**src/rtl/pciecfg_engine.sv**
```systemverilog
// NetTLP configuration-request engine: pops requests, drives cfg_mgmt, pushes one reply per dword.
// Optional statistics counters are enabled with `define PCIECFG_ENGINE_STATS_EN.
module pciecfg_engine #(
   parameter int ADDR_W      = 10,
   parameter int BURST_MAX   = 16,
   parameter int TIMEOUT_CYC = 1024
) (
   input  logic                 clk,
   input  logic                 rst,
   input  logic                 req_empty,
   output logic                 req_rd_en,
   input  logic [53+ADDR_W:0]   req_dout,
   output logic [ADDR_W-1:0]    cfg_mgmt_dwaddr,
   output logic [3:0]           cfg_mgmt_byte_en,
   output logic [31:0]          cfg_mgmt_di,
   output logic                 cfg_mgmt_rd_en,
   output logic                 cfg_mgmt_wr_en,
   input  logic [31:0]          cfg_mgmt_do,
   input  logic                 cfg_mgmt_rd_wr_done,
   input  logic                 rsp_full,
   output logic                 rsp_wr_en,
   output logic [55+ADDR_W:0]   rsp_din,
   output logic                 busy
`ifdef PCIECFG_ENGINE_STATS_EN
   ,
   output logic [31:0]          stat_req,
   output logic [15:0]          stat_timeout,
   output logic [15:0]          stat_err
`endif
);

   localparam int TMO_W = $clog2(TIMEOUT_CYC + 1);
   localparam int SUM_W = ADDR_W + 9;

   localparam logic [1:0] OPC_RD    = 2'b00;
   localparam logic [1:0] OPC_WR    = 2'b01;
   localparam logic [1:0] OPC_BURST = 2'b10;
   localparam logic [1:0] OPC_BAD   = 2'b11;

   localparam logic [1:0] ST_OK      = 2'b00;
   localparam logic [1:0] ST_TIMEOUT = 2'b01;
   localparam logic [1:0] ST_BAD_OPC = 2'b10;
   localparam logic [1:0] ST_BAD_LEN = 2'b11;

   typedef enum logic [2:0] {S_IDLE, S_LATCH, S_CHECK, S_ACCESS, S_RESP} state_t;

   state_t              state_reg, state_next;
   logic [15:0]         udp_check_reg;
   logic [1:0]          opcode_reg;
   logic [3:0]          mask_reg;
   logic [ADDR_W-1:0]   addr_reg;
   logic [31:0]         data_reg;
   logic [1:0]          status_reg;
   logic [8:0]          remaining_reg;
   logic [TMO_W-1:0]    tmo_reg;

   logic [7:0]          burst_len;
   logic [SUM_W-1:0]    end_sum;
   logic                len_bad;
   logic                check_bad;
   logic                tmo_expired;

   assign burst_len   = data_reg[7:0];
   // One past the last dword of the burst; must not exceed the top of config space.
   assign end_sum     = SUM_W'(addr_reg) + SUM_W'(burst_len);
   assign len_bad     = (burst_len == 8'd0) || ({1'b0, burst_len} > 9'(BURST_MAX)) ||
                        (end_sum > (SUM_W'(1) << ADDR_W));
   assign check_bad   = (opcode_reg == OPC_BAD) || ((opcode_reg == OPC_BURST) && len_bad);
   assign tmo_expired = (tmo_reg == TMO_W'(TIMEOUT_CYC - 1));

   always_ff @(posedge clk) begin
      if (rst) state_reg <= S_IDLE;
      else     state_reg <= state_next;
   end

   always_comb begin
      state_next = state_reg;
      case (state_reg)
         S_IDLE:   if (!req_empty) state_next = S_LATCH;
         S_LATCH:  state_next = S_CHECK;
         S_CHECK:  state_next = check_bad ? S_RESP : S_ACCESS;
         S_ACCESS: if (cfg_mgmt_rd_wr_done || tmo_expired) state_next = S_RESP;
         S_RESP: begin
            if (!rsp_full)
               state_next = ((remaining_reg > 9'd1) && (status_reg == ST_OK)) ? S_ACCESS : S_IDLE;
         end
         default:  state_next = S_IDLE;
      endcase
   end

   always_comb begin
      req_rd_en      = (state_reg == S_IDLE) && !req_empty && !rst;
      cfg_mgmt_rd_en = (state_reg == S_ACCESS) && (opcode_reg != OPC_WR);
      cfg_mgmt_wr_en = (state_reg == S_ACCESS) && (opcode_reg == OPC_WR);
      rsp_wr_en      = (state_reg == S_RESP) && !rsp_full;
      busy           = (state_reg != S_IDLE);
   end

   assign cfg_mgmt_dwaddr  = addr_reg;
   assign cfg_mgmt_byte_en = mask_reg;
   assign cfg_mgmt_di      = data_reg;
   assign rsp_din          = {udp_check_reg, status_reg, opcode_reg, mask_reg, addr_reg, data_reg};

   always_ff @(posedge clk) begin
      if (rst) begin
         udp_check_reg <= '0;
         opcode_reg    <= '0;
         mask_reg      <= '0;
         addr_reg      <= '0;
         data_reg      <= '0;
         status_reg    <= '0;
         remaining_reg <= '0;
         tmo_reg       <= '0;
      end else begin
         case (state_reg)
            S_LATCH: begin
               {udp_check_reg, opcode_reg, mask_reg, addr_reg, data_reg} <= req_dout;
               status_reg <= ST_OK;
            end
            S_CHECK: begin
               tmo_reg <= '0;
               if (opcode_reg == OPC_BAD) begin
                  status_reg <= ST_BAD_OPC;
                  data_reg   <= '0;
               end else if (opcode_reg == OPC_BURST) begin
                  mask_reg <= 4'hF;
                  if (len_bad) begin
                     status_reg <= ST_BAD_LEN;
                     data_reg   <= '0;
                  end else begin
                     remaining_reg <= {1'b0, burst_len};
                  end
               end else begin
                  remaining_reg <= 9'd1;
               end
            end
            S_ACCESS: begin
               // A done coinciding with expiry wins, so it is tested first.
               if (cfg_mgmt_rd_wr_done) begin
                  status_reg <= ST_OK;
                  if (opcode_reg != OPC_WR) data_reg <= cfg_mgmt_do;
               end else if (tmo_expired) begin
                  status_reg <= ST_TIMEOUT;
                  data_reg   <= '0;
               end else begin
                  tmo_reg <= tmo_reg + 1'b1;
               end
            end
            S_RESP: begin
               if (!rsp_full && (remaining_reg > 9'd1) && (status_reg == ST_OK)) begin
                  remaining_reg <= remaining_reg - 1'b1;
                  addr_reg      <= addr_reg + 1'b1;
                  tmo_reg       <= '0;
               end
            end
            default: ;
         endcase
      end
   end

`ifdef PCIECFG_ENGINE_STATS_EN
   always_ff @(posedge clk) begin
      if (rst) begin
         stat_req     <= '0;
         stat_timeout <= '0;
         stat_err     <= '0;
      end else begin
         if ((state_reg == S_LATCH) && (stat_req != '1))
            stat_req <= stat_req + 1'b1;
         if ((state_reg == S_ACCESS) && !cfg_mgmt_rd_wr_done && tmo_expired && (stat_timeout != '1))
            stat_timeout <= stat_timeout + 1'b1;
         if ((state_reg == S_CHECK) && check_bad && (stat_err != '1))
            stat_err <= stat_err + 1'b1;
      end
   end
`endif

endmodule
```
**config.mk**
```make
export PLATFORM = sky130hd
export DESIGN_NAME = pciecfg_engine
export DESIGN_NICKNAME = d
export VERILOG_FILES = /design/src/rtl/pciecfg_engine.sv
export SDC_FILE = /design/constraint.sdc
export NUM_CORES = 1
export LEC_CHECK = 0
export BUFFER_PORTS_ARGS = -buffer_cell sky130_fd_sc_hd__buf_2
export CAP_MARGIN = 0
export CELL_PAD_IN_SITES_DETAIL_PLACEMENT = 0
export CELL_PAD_IN_SITES_GLOBAL_PLACEMENT = 1
export CORE_MARGIN = 5
export CORE_UTILIZATION = 38
export DETAILED_ROUTE_END_ITERATION = 10
export GPL_TIMING_DRIVEN = 0
export PLACE_DENSITY = 0.83
export SETUP_SLACK_MARGIN = 0.05
export SLEW_MARGIN = 40
export SYNTH_ARGS = -nofsm -noshare
export SYNTH_HDL_FRONTEND = slang
export SYNTH_SLANG_ARGS = --single-unit
```
**constraint.sdc**
```tcl
create_clock -name clk -period 9.05 [get_ports clk]
set_input_delay 1.81 -clock clk [delete_from_list [all_inputs] [get_ports clk]]
set_output_delay 1.81 -clock clk [all_outputs]
set_load 0.1 [all_outputs]
```
==> results_dict.tcl <==
set metrics [dict create \
    timing.final.ws_setup_ns 4.09 \
    totalWireLength_mm 17.3 \
    maximum_number_of_pins_on_one_net_before_global_route_repair 15 \
    core_region_area_um2 14000 \
    hold-worst-slack_ns 0.450 \
    hold_path.class "reg2reg" \
    layout.cell_area.non_filler_um2 7090 \
    area_of_the_die_um2 16900 \
    worst-path-buf-inv 4 \
    post_cts_hold_buffer_count 0 \
    dr_total_vias 5587 \
    synth_warnings 0 \
    crit_path_end_kind "output pin" \
    globalplace.congestion 0.893 \
    worst_ir_drop_vdd_mv 0.198 \
    post-route-util_pct 50.7 \
    drt-vias-per-instance 5.09 \
    detail_route.first_pass.iterations 4 \
    seq_area_frac_synth_pct 32.6 \
    layout_worst_path_cycle_share_pct 54.8 \
    cts.htree.levels 3 \
    route.detailed.wl_per_inst_um 15.8 \
    run_status "finished clean" \
    globalRouteTotalUtil_pct 19.8 \
    setup_violations 0 \
    post_cts.resized_instances 0 \
    synth.net_count 797 \
    cp_slowest_cell "sky130_fd_sc_hd__buf_2" \
    final_hold_viols 0 \
    grt_antenna_before_repair 1 \
    ys_types 70 \
    hpwl_mm 13.3 \
    grt_first_pass_wirelength_mm 26.9 \
    pre_cts_ws_ns 4.08 \
    clk-insertion-delay-late_ns 0.35 \
    cts.clk_slew.worst_paths_ns 0.06 \
    synthFlopType "sky130_fd_sc_hd__dfxtp_1" \
    layout_cell_share_with_drive_strength_beyond_1_pct 36.1 \
    syn_inst 683 \
    cts_max_path_buffers 2 \
    grt_overflow 0 \
    cellPowerDensity_nw_per_um2 331 \
    numPortBuffers 217 \
    area_delta_synth_final_pct 29.9 \
    synthesis.area_per_instance_um2 8.00 \
    timing.critical_path.fanout_max 10 \
    cap_violations 0 \
    achievable-frequency_mhz 202 \
    via_count_of_the_first_global_routing_pass 5277 \
    slew_violations 0 \
    most_frequent_cells_in_the_layout "sky130_fd_sc_hd__buf_2 (219), sky130_fd_sc_hd__nor2_1 (102), sky130_fd_sc_hd__dfxtp_1 (89), sky130_fd_sc_hd__a21oi_1 (76), sky130_fd_sc_hd__nand2_1 (69)" \
    antenna_left 0 \
    fp-row-count 43 \
    synth.cell_area_um2 5460 \
    layout.nets 1025 \
    number_of_flip_flops_in_the_largest_register 32 \
    drt_first_iter_violations 296 \
    setup.worst_path.class "in2out" \
    synth.ff_latch_count 89 \
    timing.critical_path.cells "buf_2 > buf_2 > buf_1 > nor3_1 > buf_2" \
    reg2reg_slack_ns 5.48 \
    post_synthesis_async_set_or_reset_flop_share_pct 0 \
    critical_path.startpoint_type "input port" \
    family_with_the_most_delay_on_the_worst_path "buffers and inverters" \
    final_common_cell "sky130_fd_sc_hd__buf_2" \
    timing.max_slew.rel_slack_pct 47.4 \
    worstPathRequired_ns 7.24 \
    detailed_place.area_um2 6770 \
    top_level_ports 218 \
    initial_utilization_pct 39.0 \
    cts_buffers 9 \
    worstMarginPinSlew_ns 0.789 \
    setup_total_negative_slack_ns 0 \
    clock_sink_count 89 \
    postCtsSetupBuffers 0 \
    cts_tree "done" \
    cpMostUsedCell "sky130_fd_sc_hd__buf_2" \
    detailed_route_drc_error_count 0 \
    total_power_mw 2.35 \
    timing.critical_path.slowest_cell_delay_ns 0.46 \
    layout_min_cycle_time_ns 4.96 \
    data_arrival_time_at_the_worst_slack_endpoint_ns 3.15 \
    number_of_flops_mapped_to_enable_cells_by_yosys 0 \
    finalNonFillerCells 1098 \
    post_route_skew_ns 0.00643 \
    clock-root-buffer "sky130_fd_sc_hd__clkbuf_16" \
    power.static_leakage_nw 3.23 \
    die_w_um 130 \
    post-place-cells 1080 \
    rsz0062_at_grt "no" \
    chipHeight_um 130 \
]
==> cells in the mapped netlist, types with 3 or more instances <==
master	count	share of area (%)
sky130_fd_sc_hd__nor2_1	102	7.0
sky130_fd_sc_hd__dfxtp_1	89	33
sky130_fd_sc_hd__a21oi_1	76	7.0
sky130_fd_sc_hd__nand2_1	69	4.7
sky130_fd_sc_hd__buf_4	47	6.5
sky130_fd_sc_hd__inv_1	42	2.9
sky130_fd_sc_hd__a221oi_2	29	8.0
sky130_fd_sc_hd__clkbuf_1	26	1.8
sky130_fd_sc_hd__nor3_1	17	1.6
sky130_fd_sc_hd__nand3_1	13	1.2
sky130_fd_sc_hd__ha_1	12	2.7
sky130_fd_sc_hd__o21ai_0	11	1.0
sky130_fd_sc_hd__xor2_1	9	1.4
sky130_fd_sc_hd__a211oi_1	8	1.1
sky130_fd_sc_hd__nor4_1	7	0.80
sky130_fd_sc_hd__a31oi_1	6	0.69
sky130_fd_sc_hd__nand2b_1	6	0.69
sky130_fd_sc_hd__nor2b_1	6	0.69
sky130_fd_sc_hd__o31ai_1	6	0.82
sky130_fd_sc_hd__nand4_1	5	0.57
sky130_fd_sc_hd__a21o_1	4	0.55
sky130_fd_sc_hd__and3_1	4	0.46
sky130_fd_sc_hd__buf_6	4	0.82
sky130_fd_sc_hd__dlygate4sd3_1	4	0.73
sky130_fd_sc_hd__xnor2_1	4	0.64
sky130_fd_sc_hd__a221oi_1	3	0.48
sky130_fd_sc_hd__a22oi_1	3	0.41
sky130_fd_sc_hd__a311oi_1	3	0.48
sky130_fd_sc_hd__a31o_2	3	0.48
sky130_fd_sc_hd__and2_1	3	0.34
sky130_fd_sc_hd__buf_12	3	1.1
sky130_fd_sc_hd__o21a_1	3	0.41
sky130_fd_sc_hd__o22ai_1	3	0.34
sky130_fd_sc_hd__o311ai_0	3	0.48
sky130_fd_sc_hd__or2_1	3	0.34
sky130_fd_sc_hd__or3_1	3	0.34
==> worst min-delay path, delay by kind of cell, from the launching register on <==
family	cells	cell delay [ns]
simple gates	1	0.05
compound gates	1	0.05
flops	1	0.31
==> routing by layer <==
layer,GRT usage [%],vias up,share of wire [%]
met5,0,-,0
li1,-,2819,-
met1,26.6,2529,44
met3,5.12,20,9.3
met4,5.56,0,1.6
met2,31.6,219,45
==> power breakdown <==
| part | switching, mW | internal [mW] |
|---|---|---|
| logic | 1.09 | 0.328 |
| registers | 0.0743 | 0.458 |
| clock network | 0.157 | 0.243 |
| total | 1.32 | 1.03 |
==> path summary, 6_finish.rpt <==
path / from / end / cells after the start
worst max register to register: cfg_mgmt_di[0]$_SDFFE_PP0P_ / cfg_mgmt_di[1]$_SDFFE_PP0P_ / 11
worst max-delay path: rst / req_rd_en / 5
worst min register to register: udp_check_reg[5]$_SDFFE_PP0P_ / udp_check_reg[5]$_SDFFE_PP0P_ / 2
worst min-delay path: udp_check_reg[5]$_SDFFE_PP0P_ / udp_check_reg[5]$_SDFFE_PP0P_ / 2
==> kinds of logic after synthesis <==
family	share of synthesized area, %
fa+ha+maj	3.12
flops	32.6
simple gates	20.4
mux	0.779
compound gates	26.7
xor+xnor	2.08
buf+inv	14.3
==> area by class of cell <==
class                      instances  area, um2
antenna                            2       5.00
buffer                            88        618
clock buffer                      12        236
clock inverter                     4       77.6
fill                            1457       6900
inverter                          43        161
multi-input combinational        463       2900
sequential                        89       1780
tap                              180        225
timing repair buffer             217       1090
(Power assumes the default switching activity.)
